==> src/rtl/tach_freq_meter.sv <==
// Fan tachometer frequency meter: synchronizes and deglitches tach_in, then
// counts filtered rising edges over back-to-back gate windows of GATE_CYCLES clocks.
module tach_freq_meter #(
  parameter int GATE_CYCLES = 100000000,
  parameter int CNT_W       = 16,
  parameter int FILT        = 4
) (
  input  logic             clk,
  input  logic             reset_p,
  input  logic             enable,
  input  logic             tach_in,
  output logic [CNT_W-1:0] freq,
  output logic             freq_valid,
  output logic             overflow,
  output logic             stalled
);

  localparam int GW = (GATE_CYCLES > 1) ? $clog2(GATE_CYCLES) : 1;
  localparam int FW = $clog2(FILT + 1);
  localparam logic [GW-1:0]    GATE_LAST = GW'(GATE_CYCLES - 1);
  localparam logic [FW-1:0]    FILT_LAST = FW'(FILT - 1);
  localparam logic [CNT_W-1:0] CNT_MAX   = '1;

  typedef enum logic {IDLE, COUNT} state_t;

  logic [1:0]       sync_q;
  logic             filt_q, filt_d, filt_prev_q;
  logic [FW-1:0]    fcnt_q, fcnt_d;
  logic             edge_pulse;

  state_t           state_q, state_d;
  logic [GW-1:0]    gate_q, gate_d;
  logic [CNT_W-1:0] ecnt_q, ecnt_d;
  logic             sat_q, sat_d;
  logic [CNT_W-1:0] freq_q, freq_d;
  logic             ovf_q, ovf_d;
  logic             stall_q, stall_d;
  logic             valid_q, valid_d;
  logic             at_max, inc;

  // Synchronizer and filter free-run so a level already high at enable rise is not an edge.
  always_comb begin
    filt_d = filt_q;
    fcnt_d = '0;
    if (sync_q[1] != filt_q) begin
      if (fcnt_q == FILT_LAST) filt_d = sync_q[1];
      else                     fcnt_d = fcnt_q + FW'(1);
    end
  end

  assign edge_pulse = filt_q & ~filt_prev_q;
  assign at_max     = (ecnt_q == CNT_MAX);
  assign inc        = edge_pulse & ~at_max;

  always_comb begin
    state_d = state_q;
    gate_d  = gate_q;
    ecnt_d  = ecnt_q;
    sat_d   = sat_q;
    freq_d  = freq_q;
    ovf_d   = ovf_q;
    stall_d = stall_q;
    valid_d = 1'b0;
    case (state_q)
      IDLE: begin
        gate_d = '0;
        ecnt_d = '0;
        sat_d  = 1'b0;
        if (enable) state_d = COUNT;
      end
      COUNT: begin
        if (!enable) begin
          // Partial window is dropped, including on the final gate cycle.
          state_d = IDLE;
          gate_d  = '0;
          ecnt_d  = '0;
          sat_d   = 1'b0;
        end else if (gate_q == GATE_LAST) begin
          freq_d  = ecnt_q + CNT_W'(inc);
          ovf_d   = sat_q | (edge_pulse & at_max);
          stall_d = (ecnt_q == '0) & ~edge_pulse;
          valid_d = 1'b1;
          gate_d  = '0;
          ecnt_d  = '0;
          sat_d   = 1'b0;
        end else begin
          gate_d = gate_q + GW'(1);
          ecnt_d = ecnt_q + CNT_W'(inc);
          sat_d  = sat_q | (edge_pulse & at_max);
        end
      end
      default: state_d = IDLE;
    endcase
  end

  always_ff @(posedge clk or posedge reset_p) begin
    if (reset_p) begin
      sync_q      <= '0;
      filt_q      <= 1'b0;
      filt_prev_q <= 1'b0;
      fcnt_q      <= '0;
      state_q     <= IDLE;
      gate_q      <= '0;
      ecnt_q      <= '0;
      sat_q       <= 1'b0;
      freq_q      <= '0;
      ovf_q       <= 1'b0;
      stall_q     <= 1'b0;
      valid_q     <= 1'b0;
    end else begin
      sync_q      <= {sync_q[0], tach_in};
      filt_q      <= filt_d;
      filt_prev_q <= filt_q;
      fcnt_q      <= fcnt_d;
      state_q     <= state_d;
      gate_q      <= gate_d;
      ecnt_q      <= ecnt_d;
      sat_q       <= sat_d;
      freq_q      <= freq_d;
      ovf_q       <= ovf_d;
      stall_q     <= stall_d;
      valid_q     <= valid_d;
    end
  end

  assign freq       = freq_q;
  assign freq_valid = valid_q;
  assign overflow   = ovf_q;
  assign stalled    = stall_q;

endmodule
==> config.mk <==
export PLATFORM = sky130hd
export DESIGN_NAME = tach_freq_meter
export DESIGN_NICKNAME = d
export VERILOG_FILES = /design/src/rtl/tach_freq_meter.sv
export SDC_FILE = /design/constraint.sdc
export NUM_CORES = 1
export LEC_CHECK = 0
export BUFFER_PORTS_ARGS = -buffer_cell sky130_fd_sc_hd__clkbuf_2
export CAP_MARGIN = 20
export CELL_PAD_IN_SITES_DETAIL_PLACEMENT = 1
export CELL_PAD_IN_SITES_GLOBAL_PLACEMENT = 1
export CORE_MARGIN = 3
export CORE_UTILIZATION = 48
export CTS_CLUSTER_DIAMETER = 80
export DETAILED_ROUTE_END_ITERATION = 12
export PLACE_DENSITY = 0.85
export SLEW_MARGIN = 20
export SYNTH_ARGS = -nofsm -noshare
export SYNTH_HDL_FRONTEND = slang
export SYNTH_SLANG_ARGS = --single-unit
==> constraint.sdc <==
create_clock -name clk -period 2.4 [get_ports clk]
set_input_delay 0.24 -clock clk [delete_from_list [all_inputs] [get_ports clk]]
set_output_delay 0.24 -clock clk [all_outputs]
set_load 0.03 [all_outputs]
[Word level (Yosys, flattened, before mapping)]
Cells that the tools add are included.
Operators by class
  add/subtract/negate cells: 3
  eq/ne operators: 4
  muxes and demuxes: 15
  bitwise operators: 9
  reductions and logical operators: 3
Operator list (number)
  $mux W27: 2
  $pmux W27 S2: 1
  $mux W16: 2
  $pmux W16 S2: 1
  $add A27 B1 Y27 const B: 1
  $eq A27 B27 Y1 const B: 1
  $add A16 B1 Y16: 1
  $eq A16 B16 Y1 const B: 1
  $logic_not A16 Y1: 1
  $mux W1: 6
  $mux W3: 2
  $and A1 B1 Y1: 4
  $not A1 Y1: 4
  $add A3 B1 Y3 const B: 1
  $eq A3 B2 Y1 const B: 1
  $reduce_and A3 Y1: 1
  $pmux W1 S2: 1
  $reduce_and A2 Y1: 1
  $ne A1 B1 Y1: 1
  $or A1 B1 Y1: 1
Storage, ports and cells
  register bits: 71
  input bits: 4
  output and inout bits: 19
  word-level logic and storage cells: 46

[Logic depth before layout (Yosys ltp)]
  depth after elaboration: 7
  gate-level depth with buffers: 10
  gate-level depth less buffers: 9

[Worst setup path after synthesis]
Ideal clock, no wire load.
  kind: register to register
  start point: register gate_q[0]
  end point: register freq_q[0] (netlist: freq[0])
  library setup time: 0.125 ns
  arrival: 2.010 ns
  required time: 2.275 ns
  path slack: 0.265 ns
  cell stages (with the launch flop): 8
  buffers on the path: 2
  period minus slack after synthesis: 2.135 ns
  path through: dfrtp_1 ha_1 and4_1 buf_6 nand2_4 nor4_4 buf_8 mux2_4
On the way
  word-level cells in the longest chain between the ends: 2
RTL lines
  from (decl): RTL line 32  | logic [GW-1:0] gate_q, gate_d;
  from (signal assigned): RTL line 116  | gate_q <= gate_d;
  $eq A27 B27 Y1: RTL line 78  | end else if (gate_q == GATE_LAST) begin
  $reduce_and A3 Y1 (no source line)
  to (signal assigned): RTL line 119  | freq_q <= freq_d;
  to (decl): RTL line 35  | logic [CNT_W-1:0] freq_q, freq_d;
Every way passes these cells.
A chain may end at the register's enable or synchronous reset.

[Worst setup path in the final report]
  start point: register ecnt_q[6]
  end point: register freq_q[12] (netlist: freq[12])
On the way
  word-level cells in the longest chain between the ends: 4
RTL lines
  from (decl): RTL line 33  | logic [CNT_W-1:0] ecnt_q, ecnt_d;
  from (signal assigned): RTL line 117  | ecnt_q <= ecnt_d;
  $eq A16 B16 Y1: RTL line 52  | assign at_max = (ecnt_q == CNT_MAX);
  $not A1 Y1: RTL line 53  | assign inc = edge_pulse & ~at_max;
  $and A1 B1 Y1: RTL line 53
  $add A16 B1 Y16 *: RTL line 79  | freq_d = ecnt_q + CNT_W'(inc);
Every way passes the cells marked *; elsewhere a longest branch is shown, timed or not.

==> impl_metrics.csv <==
group,metric,value,unit
die,fp.dieW,90.7,um
placement,place_congestion,0.864,
die,rows,30,
global_routing,grt_max_degree,46,
finish,multi_input_area,1620,um2
die,start_util,50.1,%
yosys,yosysUniqueCellTypes,44,
worst_setup_path,path_buf_inv,0,
placement,place_inst,433,
power_and_ir_drop,clockPowerShare,45.2,%
timing,worst_slew_pin_slew,0.655,ns
power_and_ir_drop,peakVddDrop,0.311,mV
worst_setup_path,worstRegToRegCells,9,
placement,dpl.hpwl,5.64,mm
finish,ff_latch_area,1780,um2
power_and_ir_drop,p_per_area,650,nW/um2
finish,nets,360,
timing,achievable-frequency,427,MHz
die,core_area,6870,um2
worst_setup_path,regToRegSetupSlack,0.06,ns
worst_setup_path,arrival,2.58,ns
die,fp.dieArea,8220,um2
timing,drv_slew,0,
job,cap_violations,0,
global_routing,grt-ovfl-total,0,
yosys,yosys_warnings,0,
yosys,synth_cells,319,
timing,period_share,97.6,%
placement,post-place-ws,0.0616,ns
timing,skew,0.0140,ns
yosys,synth_ff_type,"dfrtp_1",
status,status,"completed",
cts,clk_path_buf_depth,2,
power_and_ir_drop,power,0.00262,W
routing,drtIter0Drc,90,
worst_hold_path,hold_path_end,"sync_q[1]",
routing,drcViolationCount,0,
yosys,ys_seq_area_share,51.7,%
global_routing,grt_pass1_vias,2899,
finish,final_common_cell,"dfrtp_1",
worst_setup_path,crit_required,2.64,ns
worst_hold_path,hp-class,"register to register",
power_and_ir_drop,combPwrFrac,6.6,%
finish,fin_util,58.8,%
cts,post_cts_buffers,0,
placement,portBuffers,22,
worst_setup_path,path_cells,"nand4_1, nor2_1, a21boi_2, ha_1, ha_2, nand2_1, nor4_4, xnor2_1, mux2i_1",
routing,avgRoutedWirePerCell,19.5,um
power_and_ir_drop,p_leak,1.73,nW
worst_setup_path,regToRegStartpoint,"ecnt_q[6]",
finish,area_delta_synth_final,17.4,%
finish,antenna_cells,0,
yosys,synth_nets,328,
cts,clk_latency,0.37,ns
cts,htreeDepth,3,
routing,first_pass_iters,4,
worst_setup_path,rr_endpoint,"freq[12]",
cts,cts_buffers,9,
worst_hold_path,holdPathStages,0,
worst_setup_path,cp_top_family,"simple AND/OR/NAND/NOR gates",
routing,vias_per_cell,5.98,
routing,wl,8.83,mm
global_routing,grtUsageTotal,22.4,%
power_and_ir_drop,seqPwrFrac,48.2,%
cts,cts_root_buf,"clkbuf_8",
cts,cts_tree,"done",
global_routing,grt_pass1_wl,14.5,mm
timing,timing.final.crit_period,2.34,ns
timing,rsz0062_at_grt,"true",
global_routing,antenna_found_initial,0,
yosys,synth_seq_cells,71,
finish,finalNonFillerCells,452,
finish,final_layout_size_suffix_gt1_share,22.2,%
die,io_pins,23,
worst_setup_path,worstSetupStartpointType,"register",
worst_setup_path,critical_path_class,"register to register",
worst_setup_path,worstPathMaxFanout,4,
yosys,syn_area,3440,um2
timing,setup_viol,0,
routing,drtAntennaViolNets,0,
yosys,synth_edf_count,0,
die,die_h,90.7,um
power_and_ir_drop,power.switching,0.000623,W
worst_hold_path,hp-start,"sync_q[0]",
yosys,synth_area_per_cell,10.8,um2
worst_setup_path,endpoint_kind,"register",
routing,vias,2703,
finish,final_cell_mix,"71 x dfrtp_1, 25 x nor3_1, 22 x clkbuf_2",
cts,cts_sinks,71,
power_and_ir_drop,internal_power,0.00200,W
cts,cts.clk_slew.worst_paths,0.08,ns
timing,relSlewSlack,56.3,%
worst_setup_path,cpMaxStageDelayCell,"dfrtp_1",
finish,fillCellCount,761,
timing,setup_ws,0.0574,ns
yosys,synth-async-reset-ratio,100,%
worst_setup_path,crit_path_max_incr_delay,0.46,ns
timing,hold_violations,0,
power_and_ir_drop,switching_share,23.7,%
how the worst max path moves through the flow:
stage,start,endpoint,slack (ns),depth (start not counted)
final,ecnt_q[6],freq[12],0.06,9
after CTS,filt_q,ecnt_q[6],0.02,8
after detailed placement,filt_q,freq[12],0.06,8
after floorplan,gate_q[0],freq[0],0.26,7
after global placement,ecnt_q[11],freq[12],0.16,9
after global routing,ecnt_q[12],freq[12],-0.08,9
logic make-up (layout without fill, tap and decap cells):
family	count (synthesis)	after routing	share of synthesized area [%]
muxes	19	19	6.15
buffers and inverters	25	62	3.35
and+or+nand+nor	140	140	24.0
DFF	71	71	51.7
AOI/OAI and AO/OA	33	33	6.37
xor gates and xnor gates	26	26	6.62
adders and majority gates	5	5	1.82
sequential cells by signal, indices dropped and copies added, names as in the netlist:
| name | cells |
|---|---|
| ecnt_q | 16 |
| fcnt_q | 3 |
| filt_prev_q | 1 |
| filt_q | 1 |
| freq | 16 |
| freq_valid | 1 |
| gate_q | 27 |
| overflow | 1 |
| sat_q | 1 |
| stalled | 1 |
| state_q | 1 |
| sync_q | 2 |
repair_timing:
item,4_1_cts,5_1_grt
pin swaps,0,1
endpoints found under the hold margin,30,0
hold buffers,3,0
gates resized for setup,3,12
endpoints found under the setup margin,15,14
Yosys cell counts (all sizes together) (11+ instances only):
| library cell | n | area, um2 |
|---|---|---|
| xnor2 | 15 | 131 |
| nor2 | 12 | 45.0 |
| nor3b | 11 | 82.6 |
| nand3 | 14 | 70.1 |
| inv | 13 | 48.8 |
| mux2 | 11 | 131 |
| nor3 | 28 | 145 |
| xor2 | 11 | 96.3 |
| nand2 | 19 | 78.8 |
| dfrtp | 71 | 1780 |
| nand4 | 17 | 113 |
final cells by class:
| class | instances | area share [%] |
|---|---|---|
| Sequential cell | 71 | 44.0 |
| Multi-Input combinational cell | 223 | 40.2 |
| Timing Repair Buffer | 33 | 5.58 |
| Clock buffer | 9 | 3.07 |
| Tap cell | 96 | 2.98 |
| Clock inverter | 7 | 2.91 |
| Inverter | 13 | 1.21 |
routing by layer:
metal  track usage, %  wire (um)  vias up
met1             27.4       3690     1385
li1                 -          -     1235
met5                0          0        -
met3             3.25        249       24
met2             38.0       4640       59
met4             11.9        257        0
power groups by stage:
| stage | Combinational [W] | Clock (W) | Sequential, W |
|---|---|---|---|
| after detailed placement | 0.000161 | 0 | 0.00129 |
| final | 0.000172 | 0.00119 | 0.00127 |
| after global routing | 0.000193 | 0.00126 | 0.00127 |
| after floorplan | 0.000110 | 0 | 0.00128 |
| after CTS | 0.000173 | 0.00120 | 0.00126 |
| after global placement | 0.000150 | 0 | 0.00128 |
stage by stage:
step | hold slack [ns] | cell area, um2 | setup TNS (ns)
after detailed placement | 0.348 | 3690 | 0
after global placement | 0.333 | 3690 | 0
after CTS | 0.366 | 3980 | 0
after floorplan | 0.271 | 3440 | 0
final | 0.363 | 4040 | 0
after global routing | 0.372 | 4040 | -0.383
Power figures use the tool's default switching activity.
